File: config.mk
export PLATFORM = sky130hd
export DESIGN_NAME = iob_plic_gateway
export DESIGN_NICKNAME = d
export VERILOG_FILES = /design/src/rtl/iob_plic_gateway.sv
export SDC_FILE = /design/constraint.sdc
export NUM_CORES = 1
export LEC_CHECK = 0
export CORE_UTILIZATION = 50
export CTS_CLUSTER_DIAMETER = 200
export DETAILED_ROUTE_END_ITERATION = 8
export PLACE_DENSITY = 0.7
export SLEW_MARGIN = 20
export SYNTH_ARGS = -nofsm -noshare
export SYNTH_HDL_FRONTEND = slang
export SYNTH_SLANG_ARGS = --single-unit
export TNS_END_PERCENT = 1
File: constraint.sdc
create_clock -name clk_i -period 2.6 [get_ports clk_i]
set_clock_uncertainty 0.15 [all_clocks]
set_input_delay 0.52 -clock clk_i [delete_from_list [all_inputs] [get_ports clk_i]]
set_output_delay 0.52 -clock clk_i [all_outputs]
set_load 0.05 [all_outputs]
File: src/rtl/iob_plic_gateway.sv
// Interrupt gateway for iob_plic: synchronises raw IRQ lines, applies level/edge
// mode and holds one request per source until the target completes it.
module iob_plic_gateway #(
  parameter  int N_SOURCES   = 8,
  parameter  int SYNC_STAGES = 2,
  parameter  int CNT_W       = 3,
  localparam int ID_W        = $clog2(N_SOURCES + 1)
) (
  input  logic                 clk_i,
  input  logic                 rst_i,
  input  logic [N_SOURCES-1:0] irq_i,
  input  logic [N_SOURCES-1:0] edge_en_i,
  input  logic                 claim_i,
  input  logic [ID_W-1:0]      claim_id_i,
  input  logic                 complete_i,
  input  logic [ID_W-1:0]      complete_id_i,
  output logic [N_SOURCES-1:0] srip_o
);

  localparam logic [1:0] ST_IDLE     = 2'd0;
  localparam logic [1:0] ST_PENDING  = 2'd1;
  localparam logic [1:0] ST_INFLIGHT = 2'd2;

  logic [SYNC_STAGES-1:0][N_SOURCES-1:0] sync_q;
  logic [N_SOURCES-1:0]                  s;
  logic [N_SOURCES-1:0]                  p_q;
  logic [N_SOURCES-1:0]                  rise;
  logic [N_SOURCES-1:0]                  edge_q;

  assign s    = sync_q[SYNC_STAGES-1];
  assign rise = s & ~p_q;

  always_ff @(posedge clk_i) begin
    if (rst_i) begin
      sync_q <= '0;
      p_q    <= '0;
      edge_q <= '0;
    end else begin
      sync_q[0] <= irq_i;
      for (int unsigned k = 1; k < SYNC_STAGES; k++) begin
        sync_q[k] <= sync_q[k-1];
      end
      p_q    <= s;
      edge_q <= edge_en_i;
    end
  end

  for (genvar i = 0; i < N_SOURCES; i++) begin : g_src
    logic [1:0]       st_q, st_d;
    logic [CNT_W-1:0] cnt_q, cnt_d;
    logic             claim_hit, complete_hit, claim_ok, cnt_nz, req;

    always_comb begin
      claim_hit    = claim_i    && (claim_id_i    == ID_W'(i + 1));
      complete_hit = complete_i && (complete_id_i == ID_W'(i + 1));
      claim_ok     = claim_hit && (st_q == ST_PENDING);
      cnt_nz       = (cnt_q != '0);
      req          = edge_en_i[i] ? (cnt_nz | rise[i]) : s[i];

      // A claim coinciding with a new edge consumes that edge, leaving cnt unchanged.
      cnt_d = cnt_q;
      if (edge_en_i[i] != edge_q[i]) begin
        cnt_d = '0;
      end else if (edge_en_i[i]) begin
        if (claim_ok) begin
          if (!rise[i] && cnt_nz) cnt_d = cnt_q - 1'b1;
        end else if (rise[i] && (cnt_q != '1)) begin
          cnt_d = cnt_q + 1'b1;
        end
      end

      st_d = st_q;
      case (st_q)
        ST_IDLE:     if (req)          st_d = ST_PENDING;
        ST_PENDING:  if (claim_hit)    st_d = ST_INFLIGHT;
        ST_INFLIGHT: if (complete_hit) st_d = req ? ST_PENDING : ST_IDLE;
        default:                       st_d = ST_IDLE;
      endcase
    end

    always_ff @(posedge clk_i) begin
      if (rst_i) begin
        st_q  <= ST_IDLE;
        cnt_q <= '0;
      end else begin
        st_q  <= st_d;
        cnt_q <= cnt_d;
      end
    end

    assign srip_o[i] = (st_q == ST_PENDING);
  end

endmodule

Yosys cells after proc, flatten, opt, wreduce, memory -nomap -nowiden
Index checks and enable logic that the tools add are counted.
Widths: inputs -> output; s select.

word-level totals
  input bits = 28
  flip-flop bits (word level) = 72

cells by class
  add/subtract/negate cells = 16
  reductions and logical operators = 96
  bitwise gates (word level) = 10
  muxes and demuxes = 72
  equality and inequality tests = 80

operators with widths
  kind                 count
  $mux 3               24
  $mux 2               24
  $pmux 2 s3           8
  $reduce_and 3->1     16
  $logic_and 1x1->1    40
  $eq 4x3->1 const B   8
  $ne 2x1->1 const B   16
  $ne 2x2->1 const B   16
  $add 3x1->3 const B  8
  $ne 3x3->1 const B   8
  $reduce_bool 3->1    8
  $sub 3x1->3 const B  8
  $eq 2x1->1 const B   8
  $eq 2x2->1 const B   8
  $eq 4x2->1 const B   4
  $logic_not 2->1      8
  $mux 1               16
  $reduce_bool 2->1    8
  $reduce_or 2->1      8
  $and 8x8->8          1
  $eq 4x1->1 const B   2
  $eq 4x4->1 const B   2
  $logic_not 1->1      8
  $ne 1x1->1           8
  2 further kinds      9

Logic depth before layout (Yosys ltp)
  depth in word-level cells = 7
  mapped depth = 8
  depth with buffers taken out = 7

Worst setup path after synthesis
No wires, ideal clock.

  path kind = input -> register
  start = input port claim_id_i[2]
  end = register g_src[2].cnt_q[1]
  buffers on the path = 1
  stages on the path = 7
  arrival time = 2.217 ns
  path slack = 0.162 ns
  cells stage by stage = buf_6 or4b_4 nor2_1 inv_1 fa_1 or3_1 mux2i_1

between the ends
  cells in the longest elaborated chain, start to end = 5

ends and longest elaborated chain
  what                                                                     RTL line  text
  start: declaration                                                       14        input logic [ID_W-1:0] claim_id_i,
  $eq 4x2->1 (*)                                                           54        claim_hit = claim_i && (claim_id_i == ID_W'(i + 1));
  $logic_and 1x1->1 (*)                                                    54
  $logic_and 1x1->1 (*)                                                    56        claim_ok = claim_hit && (st_q == ST_PENDING);
  $ne 2x1->1 (no source line) / $reduce_bool 2->1 (equally long branches)  --
  $reduce_and 3->1 (no source line)                                        --
  end signal: assignment                                                   87        cnt_q <= cnt_d;
  end: declaration                                                         50        logic [CNT_W-1:0] cnt_q, cnt_d;

Every way passes the cells marked *; elsewhere a longest branch is shown, timed or not.
A chain may end at the register's enable or synchronous reset.

Final worst setup path
  start = input port claim_id_i[1]
  end = register g_src[4].cnt_q[2]

between the ends
  cells in the longest elaborated chain, start to end = 5

ends and longest elaborated chain
  what                                                                     RTL line
  $eq 4x3->1 (*)                                                           54
  $logic_and 1x1->1 (*)                                                    54
  $logic_and 1x1->1 (*)                                                    56
  $ne 2x1->1 (no source line) / $reduce_bool 2->1 (equally long branches)  --
  $reduce_and 3->1 (no source line)                                        --
  end signal: assignment                                                   87
  end: declaration                                                         50

Marks and branches as above.

==> Flow_metrics.wiki <==
{| class="wikitable"
! Metric !! Value
|-
| Run status || finished, final reports clean
|-
| Ys Warns || 0
|-
| Delay contributed by the slowest stage of the critical path || 0.50 ns
|-
| Total power draw || around 2.3 mW
|-
| Post-place setup slack || -0.3762 ns
|-
| Proportion of total power due to net switching || 24.62%
|-
| Number of detailed-route iterations in the first pass || 4
|-
| Number of antenna violations at the first check in global routing || 0
|-
| Placed cell count || 557
|-
| Reg-to-reg setup timing slack || about 0.34 ns
|-
| Global-route usage over all layers || between 20% and 30%
|-
| Worst-path maximum fanout || 5
|-
| Clock latency reported for the late side of the worst-skew pair || about 0.35 ns
|-
| Filler cell count in the final layout || between 600 and 700
|-
| Ratio of final minimum period to clock period || between 90% and 100%
|-
| Total I/O pin count || 36
|-
| Power per unit of standard cell area || between 400 and 500 nW/um^2
|-
| Met3 Wirelength || between 200 and 300 um
|-
| Cell type with the highest aggregate area in the netlist || dfxtp_1
|-
| Reg2reg path depth || 6
|-
| Number of buffers added on ports || 35
|-
| Mean area per synthesized cell || just over 9 sq um
|-
| Capturing element of the worst setup path || g_src[4].cnt_q[2]$_SDFFE_PP0P_
|-
| Number of CTS-inserted buffers || 9
|-
| Sink Count || just over 70
|-
| Max Cap Viol || 0
|-
| Beginning of the worst register-to-register path || g_src[2].st_q[1]$_SDFFE_PP0P_
|-
| Fin. max-slew vios || 0
|-
| Overflow after GRT || 0
|-
| DRC violation total after the first TritonRoute iteration || around 110
|-
| Clock root buffer master || clkbuf_8
|-
| Top area cells in the synthesized netlist || dfxtp_1 38%, nor2b_1 8.0%, mux2i_1 6.9%, fa_1 4.3%, nand2_1 3.9%
|-
| Critical path launch point || claim_id_i[1]
|-
| Overall die area || between 7000 and 8000 sq um
|-
| Data required time at the worst endpoint || around 2.7 ns
|-
| Max-Slew Margin vs Limit || roughly two thirds
|-
| Number of instances in the synthesized netlist || 407
|-
| Number of failing setup endpoints in the final timing report || 0
|-
| Wire length of the first global-routing pass || approximately 13 mm
|-
| Proportion of power drawn by the clock network || a little over a third
|-
| Total nets after synthesis || 443
|-
| Hold violation count in the final report || 0
|-
| # hold bufs at CTS || 0
|-
| Maximum clock frequency || about 400 MHz
|-
| Pin count of the biggest net entering global routing || 35
|-
| CTS clock-pin slew for the worst setup and hold paths || about 0.07 ns
|-
| Crit path launch type || input port
|-
| Sum Neg Setup Slack || 0 ns
|-
| Primary flip-flop cell chosen by synthesis mapping || dfxtp_1
|-
| Count of flip-flops with a built-in enable after synthesis || 0
|-
| Post-CTS Setup Inserts || 0
|-
| Non-filler cells in the finished layout || 570
|-
| Path type of the worst min-delay path || register to register
|-
| IR drop worst, VDD || between 0.3 and 0.4 mV
|-
| Effective utilization at floorplan || 51.80%
|-
| Arr. time, crit path || around 2.6 ns
|-
| Async set-reset flop share out of synthesis || 0%
|-
| Pint || around 1.7 mW
|-
| Chip width || 88.69 um
|-
| Clock period minus final worst setup slack || roughly 2.5 ns
|-
| Cell with the largest stage delay on the worst path || clkdlybuf4s50_1
|-
| Sequential share of power || 51.0%
|-
| Average wire per cell in the routed design || between 10 and 15 um
|-
| Endpoint type of the worst setup path || register
|-
| Vertical die dimension || ~89 um
|-
| DRC viols || 0
|-
| Static Leakage || between 1.5 and 2 nW
|-
| Diodes inserted || 0
|-
| Core Area || 7253 sq um
|-
| Share of the yosys chip area belonging to registers || a little under two fifths
|-
| H-tree levels || 3
|-
| Longest Clk Path Bufs || 2
|-
| Routed metal-1 wire length || around 3.7 mm
|-
| RR Endpoint || g_src[2].cnt_q[1]$_SDFFE_PP0P_
|-
| Minimum setup slack in the final design || ~0.089 ns
|-
| Via count || roughly 3,000
|-
| Layout Nets || just over 500
|-
| Comb power frac || between 10 and 15%
|-
| Crit path cell chain || clkdlybuf4s50_1, or3b_4, nor2_1, inv_2, fa_1, and4b_1, a22oi_1, mux2i_1
|-
| Proportion of netlist area held by the largest area contributor || a little under two fifths
|-
| Site row count || 31
|-
| Type of the setup path with the least slack || input port to register
|-
| Total Wirelength || just under 8 mm
|-
| Number of global-route vias before repair || 2,880
|-
| Least-Margin Pin Slew || around 0.53 ns
|-
| Post-CTS resize count || 1
|-
| Layout-stage area growth over the synthesis result || 22.14%
|-
| Switching power total || roughly 0.56 mW
|-
| Count of nets left with antenna violations after detail routing || 0
|-
| Dpl hpwl || 5.717 mm
|-
| Wire length on met2 || ~3.6 mm
|-
| Routability-driven placement congestion ratio || between 0.8 and 0.9
|-
| Netlist cell types || 49
|-
| Top layer in use || met4
|-
| Detail-routed via count per cell || roughly 5.3
|-
| RSZ-0062 raised after global routing || true
|-
| Mapped cell area || ~3800 sq um
|-
| Clock tree from TritonCTS || done
|-
| Fraction of layout instances using a drive strength above 1 || between 10% and 20%
|-
| Synthesized flop and latch total || between 70 and 80
|}
flip-flops by register name, summed over array words and instances, names as in the netlist:
| register | cells |
|---|---|
| edge_q | 8 |
| g_src.cnt_q | 24 |
| g_src.st_q | 16 |
| p_q | 8 |
| s | 8 |
| sync_q | 8 |
worst max-delay path, delay by kind of cell:
kind / cells / cell delay (ns)
buffers and inverters: 2 / 0.57
adders and majority gates: 1 / 0.39
muxes: 1 / 0.13
and+or+nand+nor: 3 / 0.90
AOI/OAI and AO/OA: 1 / 0.08
Yosys cell counts (4+ instances only):
master	count
nand4bb_1	4
nor2_1	19
nand4b_1	5
inv_1	28
a22oi_1	6
o21ba_2	5
nand2_1	39
nor2b_1	48
o31ai_1	6
nor4_1	4
fa_1	8
nor3b_1	4
dfxtp_1	72
a41oi_1	4
xor2_1	8
mux2i_1	26
or3_1	18
nand3b_1	4
buf_4	7
nand3_1	16
a21bo_2	5
and4b_1	6
a21oi_1	13
nor3_1	7
clkbuf_1	10
per-layer routing:
metal	GRT usage, %	vias up
met2	35.45	50
met1	27.09	1412
met5	0	-
li1	-	1546
met3	6.157	16
met4	8.211	0
through the flow:
step           hold slack, ns  utilization, %  area (sq um)
2_1_floorplan          0.2638               -          3757
5_1_grt                0.3172           63.27          4589
4_1_cts                0.2901           63.10          4577
6_report               0.2914           63.27          4589
3_5_place_dp           0.2720           60.60          4395
3_3_place_gp           0.2666           60.60          4395
power by group through the flow:
stage                     registers, mW  clock network, mW  logic (mW)
final                              1.15              0.824       0.281
after CTS                          1.15              0.852       0.281
after floorplan                    1.17                  0       0.170
after global routing               1.16              0.900       0.307
after global placement             1.18                  0       0.275
after detailed placement           1.18                  0       0.279
how the worst min path moves through the flow:
stage | to | from | cells past startpoint
after detailed placement | s[3]$_SDFF_PP0_ | sync_q[3]$_SDFF_PP0_ | 1
after global routing | s[4]$_SDFF_PP0_ | sync_q[4]$_SDFF_PP0_ | 1
final | s[3]$_SDFF_PP0_ | sync_q[3]$_SDFF_PP0_ | 1
after CTS | s[3]$_SDFF_PP0_ | sync_q[3]$_SDFF_PP0_ | 1
after global placement | s[3]$_SDFF_PP0_ | sync_q[3]$_SDFF_PP0_ | 1
after floorplan | s[0]$_SDFF_PP0_ | sync_q[0]$_SDFF_PP0_ | 1
cell usage in the layout (no fill, tap or decap), types with 15 or more instances in the layout:
cell	Yosys	routed
nor2_1	19	18
nor2b_1	48	48
mux2i_1	26	26
dfxtp_1	72	72
buf_4	7	34
nand2_1	39	39
inv_1	28	28
nand3_1	16	15
clkdlybuf4s50_1	0	31
or3_1	18	18
cell families (layout without fill, tap and decap cells):
group,count (synthesis),in the layout,share of synthesized area (%)
AOI/OAI and AO/OA,56,56,12.02
buffers and inverters,48,112,5.727
adders and majority gates,8,8,4.262
muxes,28,28,7.526
and+or+nand+nor,187,187,30.24
DFF,72,72,38.36
xor gates and xnor gates,8,8,1.865
area by class of cell:
class | count | area (sq um) | area share, %
Multi-Input combinational cell | 287 | 2108 | 45.94
Sequential cell | 72 | 1441 | 31.41
Timing Repair Buffer | 70 | 628.1 | 13.69
Clock buffer | 13 | 178.9 | 3.899
Tap cell | 99 | 123.9 | 2.699
Inverter | 29 | 108.9 | 2.372
No activity file was read; power rests on OpenSTA's default activity.
